$ cat src/rtl/alu_arbiter_if.sv
// Bundle of the two requester channels (operation and response handshakes)
// shared between the issue logic and alu_arbiter.
interface alu_arbiter_if #(
  parameter int DATA_WIDTH = 32
);

  // Requester 0: operation channel
  logic                  i_r0_valid;
  logic                  o_r0_ready;
  logic [5:0]            i_r0_op;
  logic [DATA_WIDTH-1:0] i_r0_a;
  logic [DATA_WIDTH-1:0] i_r0_b;

  // Requester 0: response channel
  logic                  o_r0_rsp_valid;
  logic [DATA_WIDTH-1:0] o_r0_rsp_data;
  logic                  i_r0_rsp_ready;

  // Requester 1: operation channel
  logic                  i_r1_valid;
  logic                  o_r1_ready;
  logic [5:0]            i_r1_op;
  logic [DATA_WIDTH-1:0] i_r1_a;
  logic [DATA_WIDTH-1:0] i_r1_b;

  // Requester 1: response channel
  logic                  o_r1_rsp_valid;
  logic [DATA_WIDTH-1:0] o_r1_rsp_data;
  logic                  i_r1_rsp_ready;

  // Arbiter side
  modport slave (
    input  i_r0_valid, i_r0_op, i_r0_a, i_r0_b, i_r0_rsp_ready,
    output o_r0_ready, o_r0_rsp_valid, o_r0_rsp_data,
    input  i_r1_valid, i_r1_op, i_r1_a, i_r1_b, i_r1_rsp_ready,
    output o_r1_ready, o_r1_rsp_valid, o_r1_rsp_data
  );

  // Requester side (issue logic / helper units)
  modport master (
    output i_r0_valid, i_r0_op, i_r0_a, i_r0_b, i_r0_rsp_ready,
    input  o_r0_ready, o_r0_rsp_valid, o_r0_rsp_data,
    output i_r1_valid, i_r1_op, i_r1_a, i_r1_b, i_r1_rsp_ready,
    input  o_r1_ready, o_r1_rsp_valid, o_r1_rsp_data
  );

endinterface

$ cat src/rtl/alu_arbiter.sv
// alu_arbiter: shares one combinational ALU between the execute stage (r0)
// and a multi-cycle helper (r1). One operation is accepted per cycle; each
// result lands in a one-entry response buffer owned by its requester.
// The combinational alu lives in this file as well.

// Combinational ALU: full-width results, wrap-around add/sub, shift by b[4:0].
module alu #(
  parameter int DATA_WIDTH = 32
) (
  input  logic [5:0]            i_op,
  input  logic [DATA_WIDTH-1:0] i_a,
  input  logic [DATA_WIDTH-1:0] i_b,
  output logic [DATA_WIDTH-1:0] o_c
);

  localparam logic [5:0] OP_ALU_ADD  = 6'd0;
  localparam logic [5:0] OP_ALU_SUB  = 6'd1;
  localparam logic [5:0] OP_ALU_AND  = 6'd2;
  localparam logic [5:0] OP_ALU_OR   = 6'd3;
  localparam logic [5:0] OP_ALU_XOR  = 6'd4;
  localparam logic [5:0] OP_ALU_SLL  = 6'd5;
  localparam logic [5:0] OP_ALU_SRL  = 6'd6;
  localparam logic [5:0] OP_ALU_SRA  = 6'd7;
  localparam logic [5:0] OP_ALU_SLT  = 6'd8;
  localparam logic [5:0] OP_ALU_SLTU = 6'd9;
  localparam logic [5:0] OP_ALU_PASB = 6'd10;

  logic [4:0] w_shamt;

  assign w_shamt = i_b[4:0];

  // Opcode decode; unknown opcodes produce zero so nothing stale leaks out
  always_comb begin
    o_c = '0;
    case (i_op)
      OP_ALU_ADD:  o_c = i_a + i_b;
      OP_ALU_SUB:  o_c = i_a - i_b;
      OP_ALU_AND:  o_c = i_a & i_b;
      OP_ALU_OR:   o_c = i_a | i_b;
      OP_ALU_XOR:  o_c = i_a ^ i_b;
      OP_ALU_SLL:  o_c = i_a << w_shamt;
      OP_ALU_SRL:  o_c = i_a >> w_shamt;
      OP_ALU_SRA:  o_c = $unsigned($signed(i_a) >>> w_shamt);
      OP_ALU_SLT:  o_c = {{(DATA_WIDTH-1){1'b0}}, ($signed(i_a) < $signed(i_b))};
      OP_ALU_SLTU: o_c = {{(DATA_WIDTH-1){1'b0}}, (i_a < i_b)};
      OP_ALU_PASB: o_c = i_b;
      default:     o_c = '0;
    endcase
  end

endmodule

// Two-requester arbiter in front of the shared ALU.
module alu_arbiter #(
  parameter bit FIXED_PRIO = 1'b0,
  parameter int DATA_WIDTH = 32
) (
  input  logic          i_clk,
  input  logic          i_rst,
  alu_arbiter_if.slave  bus
);

  // Priority pointer: 0 favours r0, 1 favours r1
  logic                  r_prio;

  // Per-requester response buffers
  logic                  r_rspValid0;
  logic [DATA_WIDTH-1:0] r_rspData0;
  logic                  r_rspValid1;
  logic [DATA_WIDTH-1:0] r_rspData1;

  logic                  w_free0;
  logic                  w_free1;
  logic                  w_rdy0;
  logic                  w_rdy1;
  logic                  w_acc0;
  logic                  w_acc1;
  logic [5:0]            w_aluOp;
  logic [DATA_WIDTH-1:0] w_aluA;
  logic [DATA_WIDTH-1:0] w_aluB;
  logic [DATA_WIDTH-1:0] w_aluC;

  // A slot being drained this cycle counts as free, allowing back-to-back issue
  assign w_free0 = !r_rspValid0 || bus.i_r0_rsp_ready;
  assign w_free1 = !r_rspValid1 || bus.i_r1_rsp_ready;

  // Ready never looks at the requester's own valid, only at the competitor's.
  // A competitor whose slot is full cannot win, so it never blocks the other.
  assign w_rdy0 = !i_rst && w_free0 && (!r_prio || !bus.i_r1_valid || !w_free1);
  assign w_rdy1 = !i_rst && w_free1 && ( r_prio || !bus.i_r0_valid || !w_free0);

  assign w_acc0 = bus.i_r0_valid && w_rdy0;
  assign w_acc1 = bus.i_r1_valid && w_rdy1;

  assign bus.o_r0_ready     = w_rdy0;
  assign bus.o_r1_ready     = w_rdy1;
  assign bus.o_r0_rsp_valid = r_rspValid0;
  assign bus.o_r0_rsp_data  = r_rspData0;
  assign bus.o_r1_rsp_valid = r_rspValid1;
  assign bus.o_r1_rsp_data  = r_rspData1;

  // Operand mux: r1 only when it is accepted, otherwise r0 (result ignored if idle)
  always_comb begin
    w_aluOp = bus.i_r0_op;
    w_aluA  = bus.i_r0_a;
    w_aluB  = bus.i_r0_b;
    if (w_acc1) begin
      w_aluOp = bus.i_r1_op;
      w_aluA  = bus.i_r1_a;
      w_aluB  = bus.i_r1_b;
    end
  end

  alu #(
    .DATA_WIDTH (DATA_WIDTH)
  ) u_alu (
    .i_op (w_aluOp),
    .i_a  (w_aluA),
    .i_b  (w_aluB),
    .o_c  (w_aluC)
  );

  // r0 response buffer: capture on accept, otherwise clear valid when drained
  always_ff @(posedge i_clk) begin
    if (i_rst) begin
      r_rspValid0 <= 1'b0;
      r_rspData0  <= '0;
    end else if (w_acc0) begin
      r_rspValid0 <= 1'b1;
      r_rspData0  <= w_aluC;
    end else if (bus.i_r0_rsp_ready) begin
      r_rspValid0 <= 1'b0;
    end
  end

  // r1 response buffer: capture on accept, otherwise clear valid when drained
  always_ff @(posedge i_clk) begin
    if (i_rst) begin
      r_rspValid1 <= 1'b0;
      r_rspData1  <= '0;
    end else if (w_acc1) begin
      r_rspValid1 <= 1'b1;
      r_rspData1  <= w_aluC;
    end else if (bus.i_r1_rsp_ready) begin
      r_rspValid1 <= 1'b0;
    end
  end

  // Priority pointer: the requester just served drops to lower priority
  always_ff @(posedge i_clk) begin
    if (i_rst) begin
      r_prio <= 1'b0;
    end else if (FIXED_PRIO) begin
      r_prio <= 1'b0;
    end else if (w_acc0) begin
      r_prio <= 1'b1;
    end else if (w_acc1) begin
      r_prio <= 1'b0;
    end
  end

endmodule

$ cat src/flat_wrapper.sv
// flat-port wrapper written by rule: the top's interface ports become plain ports
module alu_arbiter_flat 
#(
  parameter bit FIXED_PRIO = 1'b0,
  parameter int DATA_WIDTH = 32
)
  (i_clk, i_rst, bus_i_r0_valid, bus_i_r0_op, bus_i_r0_a, bus_i_r0_b, bus_i_r0_rsp_ready, bus_o_r0_ready, bus_o_r0_rsp_valid, bus_o_r0_rsp_data, bus_i_r1_valid, bus_i_r1_op, bus_i_r1_a, bus_i_r1_b, bus_i_r1_rsp_ready, bus_o_r1_ready, bus_o_r1_rsp_valid, bus_o_r1_rsp_data);
  alu_arbiter_if #(.DATA_WIDTH(DATA_WIDTH)) bus_i ();
  input  logic i_clk;
  input  logic i_rst;
  input wire logic [$bits(bus_i.i_r0_valid)-1:0] bus_i_r0_valid;
  input wire logic [$bits(bus_i.i_r0_op)-1:0] bus_i_r0_op;
  input wire logic [$bits(bus_i.i_r0_a)-1:0] bus_i_r0_a;
  input wire logic [$bits(bus_i.i_r0_b)-1:0] bus_i_r0_b;
  input wire logic [$bits(bus_i.i_r0_rsp_ready)-1:0] bus_i_r0_rsp_ready;
  output wire logic [$bits(bus_i.o_r0_ready)-1:0] bus_o_r0_ready;
  output wire logic [$bits(bus_i.o_r0_rsp_valid)-1:0] bus_o_r0_rsp_valid;
  output wire logic [$bits(bus_i.o_r0_rsp_data)-1:0] bus_o_r0_rsp_data;
  input wire logic [$bits(bus_i.i_r1_valid)-1:0] bus_i_r1_valid;
  input wire logic [$bits(bus_i.i_r1_op)-1:0] bus_i_r1_op;
  input wire logic [$bits(bus_i.i_r1_a)-1:0] bus_i_r1_a;
  input wire logic [$bits(bus_i.i_r1_b)-1:0] bus_i_r1_b;
  input wire logic [$bits(bus_i.i_r1_rsp_ready)-1:0] bus_i_r1_rsp_ready;
  output wire logic [$bits(bus_i.o_r1_ready)-1:0] bus_o_r1_ready;
  output wire logic [$bits(bus_i.o_r1_rsp_valid)-1:0] bus_o_r1_rsp_valid;
  output wire logic [$bits(bus_i.o_r1_rsp_data)-1:0] bus_o_r1_rsp_data;
  assign bus_i.i_r0_valid = bus_i_r0_valid;
  assign bus_i.i_r0_op = bus_i_r0_op;
  assign bus_i.i_r0_a = bus_i_r0_a;
  assign bus_i.i_r0_b = bus_i_r0_b;
  assign bus_i.i_r0_rsp_ready = bus_i_r0_rsp_ready;
  assign bus_o_r0_ready = bus_i.o_r0_ready;
  assign bus_o_r0_rsp_valid = bus_i.o_r0_rsp_valid;
  assign bus_o_r0_rsp_data = bus_i.o_r0_rsp_data;
  assign bus_i.i_r1_valid = bus_i_r1_valid;
  assign bus_i.i_r1_op = bus_i_r1_op;
  assign bus_i.i_r1_a = bus_i_r1_a;
  assign bus_i.i_r1_b = bus_i_r1_b;
  assign bus_i.i_r1_rsp_ready = bus_i_r1_rsp_ready;
  assign bus_o_r1_ready = bus_i.o_r1_ready;
  assign bus_o_r1_rsp_valid = bus_i.o_r1_rsp_valid;
  assign bus_o_r1_rsp_data = bus_i.o_r1_rsp_data;
  alu_arbiter #(.FIXED_PRIO(FIXED_PRIO), .DATA_WIDTH(DATA_WIDTH)) u_core (.i_clk(i_clk), .i_rst(i_rst), .bus(bus_i));
endmodule
$ cat config.mk
export PLATFORM = sky130hd
export DESIGN_NAME = alu_arbiter_flat
export DESIGN_NICKNAME = d
export VERILOG_FILES = /design/src/rtl/alu_arbiter_if.sv /design/src/rtl/alu_arbiter.sv /design/src/flat_wrapper.sv
export SDC_FILE = /design/constraint.sdc
export NUM_CORES = 1
export LEC_CHECK = 0
export CELL_PAD_IN_SITES_DETAIL_PLACEMENT = 1
export CELL_PAD_IN_SITES_GLOBAL_PLACEMENT = 1
export CORE_AREA = 2 2 148 258
export CTS_BUF_LIST = sky130_fd_sc_hd__clkbuf_4 sky130_fd_sc_hd__clkbuf_8 sky130_fd_sc_hd__clkbuf_16
export DETAILED_ROUTE_END_ITERATION = 8
export DIE_AREA = 0 0 150 260
export PLACE_DENSITY_LB_ADDON = 0.25
export SKIP_CTS_REPAIR_TIMING = 1
export SLEW_MARGIN = 20
export SYNTH_ARGS = -nofsm -noshare
export SYNTH_HDL_FRONTEND = slang
export SYNTH_SLANG_ARGS = --single-unit
$ cat constraint.sdc
create_clock -name i_clk -period 9 [get_ports i_clk]
set_input_delay 1.35 -clock i_clk [delete_from_list [all_inputs] [get_ports i_clk]]
set_output_delay 1.35 -clock i_clk [all_outputs]
set_load 0.05 [all_outputs]
==> results_dict.tcl <==
set metrics [dict create \
    status "finished, final reports clean" \
    tightest_slew_ns 1.25 \
    cts_sinks 67 \
    ys_warn_count 0 \
    grt_max_degree 70 \
    gr-total-overflow 0 \
    r2r_slack_ns 2.95 \
    root_buffer "clkbuf_16" \
    synth_top_area_share 0.113 \
    max_slew_margin 0.143 \
    clock_path_buffers 2 \
    cp_num_buf_inv 4 \
    max_cap_violations 0 \
    path_cells "clkdlybuf4s50_1 > nand2b_1 > o211a_4 > buf_12 > mux2i_1 > inv_1 > ha_1 > fa_1 > nor2b_1 > nor4b_1 > a2111oi_1 > buf_4 > o31ai_1 > a221oi_1 > nor4_1 > a211oi_1" \
    ys_seq_area_frac 0.0898 \
    yosys_register_bits 67 \
    grt_pass1_wl_um 118000 \
    dieArea_sq_um 39000 \
    yosysUniqueCellTypes 92 \
    routed_wl_um 81500 \
    antenna_cells 0 \
    hold_viol 0 \
    cp_data_arrival_time_ns 7.39 \
    path_delay_family "simple AND/OR/NAND/NOR gates" \
    syn_avg_cell_area_sq_um 7.08 \
    wl_per_cell_um 30.4 \
    die_height_um 260 \
    crit_type "primary input to flop" \
    tritoncts "built" \
    rows 93 \
    synth_nets 2355 \
    hold_path_class "flop to flop" \
    min_to "u_core.bus.o_r0_rsp_data[26]$_SDFFE_PP0P_" \
    yosys-top-cells-area "mux2i_1 (11%), dfxtp_1 (9.0%), ha_1 (8.2%)" \
    power_density_nw_per_um2 112 \
    cts.clk_slew.worst_paths_ns 0.06 \
    reg2regPathDepth 15 \
    worstPathRequired_ns 9.17 \
    dr.first_iter.drc_count 1194 \
    rsz0062_at_grt "no" \
    dp_hpwl_um 64700 \
    placed_area_sq_um 17300 \
    hp-start "u_core.bus.o_r0_rsp_data[26]$_SDFFE_PP0P_" \
    core-area_sq_um 36800 \
    htreeDepth 3 \
    num-fill-cells 4687 \
    place_congestion 1.02 \
    leakage_nw 7.02 \
    max_freq_mhz 139 \
    track_usage 0.406 \
    port_buffers 213 \
    worst_hold_path.num_cells 2 \
    finalSetupViolations 0 \
    period_needed_ns 7.22 \
    setup_tns_ns 0 \
    synth_top_area_cell "mux2i_1" \
    crit_fanout 52 \
    drtPass1Iterations 6 \
    period_share 0.802 \
    final_antenna_net_count 0 \
    area_growth_pct 17.8 \
    drive_above_1_share 0.0916 \
    synthArstFlopShare 0 \
    clock_skew_ns 0.00633 \
    finalMaxSlewViolations 0 \
    dieWidth_um 150 \
    r2r-end "u_core.bus.o_r1_rsp_data[0]$_SDFFE_PP0N_" \
    netlist_instances 2109 \
    ir_drop_mv 0.0911 \
    io_pins 214 \
    cts_inserted_buffers 9 \
    via_per_inst 6.74 \
    via_count 18100 \
    clkLatencyLatePin_ns 0.34 \
    slowest_delay_ns 0.98 \
    antenna_found_initial 1 \
    syn_area_sq_um 14900 \
    crit_slowest_cell "nor4b_1" \
    crit_cells 16 \
    r2r-start "u_core.bus.o_r0_rsp_valid$_SDFFE_PP0P_" \
    critPathLaunchType "primary input" \
    total_power_mw 1.96 \
    grt_pass1_vias 18500 \
    nets 2447 \
    drcViolationCount 0 \
    synth_edf_count 0 \
    synthFlopType "dfxtp_1" \
    final_area_sq_um 17600 \
    initial_core_util 0.406 \
    end_kind "flop" \
]
[layout by cell type, fill, tap and decap left out, drive strengths merged, types with 13 or more instances in the layout]
| master | instances |
|---|---|
| nand2b | 16 |
| nor2 | 246 |
| nand3 | 41 |
| o31ai | 19 |
| a221oi | 16 |
| a2111oi | 20 |
| a21o | 19 |
| mux4 | 44 |
| dfxtp | 67 |
| ha | 98 |
| mux2 | 56 |
| or3 | 16 |
| nor3 | 37 |
| buf | 45 |
| xnor2 | 13 |
| inv | 103 |
| a21oi | 143 |
| clkdlybuf4s50 | 209 |
| nand2 | 275 |
| nor4 | 15 |
| nor2b | 29 |
| mux2i | 169 |
| o21ai | 103 |
| a31oi | 20 |
| a22oi | 13 |
| o211ai | 35 |
| a211oi | 102 |
| o221ai | 19 |
| o22ai | 19 |
[sequential cells by signal (all words and copies together), names as in the netlist]
| register | cells |
|---|---|
| u_core.bus.o_r1_rsp_data | 32 |
| u_core.bus.o_r1_rsp_valid | 1 |
| u_core.r_prio | 1 |
| u_core.bus.o_r0_rsp_valid | 1 |
| u_core.bus.o_r0_rsp_data | 32 |
[per-stage QoR]
| step | utilization | setup WS (ns) | hold WS [ns] | instances |
|---|---|---|---|---|
| floorplan | - | 2.35 | 0.450 | 2109 |
| global placement | 0.471 | 1.63 | 0.476 | 2665 |
| detailed placement | 0.471 | 1.60 | 0.484 | 2665 |
| CTS | 0.479 | 1.93 | 0.503 | 2681 |
| global route | 0.479 | 1.60 | 0.522 | 2681 |
| finish | 0.479 | 1.78 | 0.501 | 2681 |
[Yosys cell counts, types with 7 or more instances]
library cell    n
inv_1          99
clkbuf_1      103
mux2_2         55
and3_1          8
a211oi_1      100
a2111oi_0      17
o31a_1          9
o311ai_0        9
o221ai_1       19
o211ai_1       34
nor4_1         15
nor3_1         37
o22ai_1        19
nand3_1        41
and2_1          8
nand3b_1        8
a221oi_1       16
buf_1          18
a21oi_1       143
or3_1          16
o2111ai_1       7
nand2b_1       15
dfxtp_1        67
xnor2_1        13
ha_1           98
buf_2          46
mux2i_1       169
a22oi_1        13
o21ai_0        99
nand2_1       275
o31ai_1        18
o21bai_1       11
a21o_1         19
nor2b_1        27
a311oi_1       11
mux4_2         44
nor2_1        246
o21a_1          8
a31oi_1        20
[worst min-delay path, stage by stage (launching register included)]
cell	delay (ns)
dfxtp_1	0.31
nor2_1	0.10
a211oi_1	0.05
[power by group]
| part | switching (mW) | internal (mW) | leakage, nW |
|---|---|---|---|
| Clock | 0.134 | 0.189 | 0.128 |
| Combinational | 0.865 | 0.447 | 6.34 |
| Sequential | 0.0118 | 0.317 | 0.549 |
| Total | 1.01 | 0.953 | 7.02 |
[final cells by class]
class                      instances  area, sq um  share of cell area
multi-input combinational       1764        12600               0.714
timing repair buffer             254         2440               0.139
sequential                        67         1340              0.0762
tap                              475          594              0.0338
inverter                         105          394              0.0224
clock buffer                      10          233              0.0132
clock inverter                     6         41.3             0.00235
[logic make-up after synthesis]
logic type	count (synthesis)	synth area share
flops	67	0.0898
buf+inv	278	0.0753
fa+ha+maj	100	0.0848
compound gates	640	0.297
xor+xnor	19	0.0111
mux	269	0.222
simple gates	736	0.220
[how the worst max path moves through the flow]
stage                             startpoint                                        end  slack [ns]
final                     bus_i_r1_rsp_ready   u_core.bus.o_r1_rsp_data[0]$_SDFFE_PP0N_        1.78
after global routing      bus_i_r1_rsp_ready   u_core.bus.o_r1_rsp_data[0]$_SDFFE_PP0N_        1.60
after CTS                 bus_i_r1_rsp_ready   u_core.bus.o_r1_rsp_data[0]$_SDFFE_PP0N_        1.93
after detailed placement  bus_i_r1_rsp_ready   u_core.bus.o_r1_rsp_data[0]$_SDFFE_PP0N_        1.60
after global placement    bus_i_r1_rsp_ready  u_core.bus.o_r1_rsp_data[12]$_SDFFE_PP0N_        1.63
after floorplan                        i_rst  u_core.bus.o_r0_rsp_data[23]$_SDFFE_PP0P_        2.35
[metal layers]
layer	share of wire	wire (um)	track usage
met1	0.36	29100	0.429
met2	0.51	41200	0.737
met3	0.051	4130	0.0411
met4	0.086	7010	0.296
met5	0.00014	11	0
(Power assumes the default switching activity.)
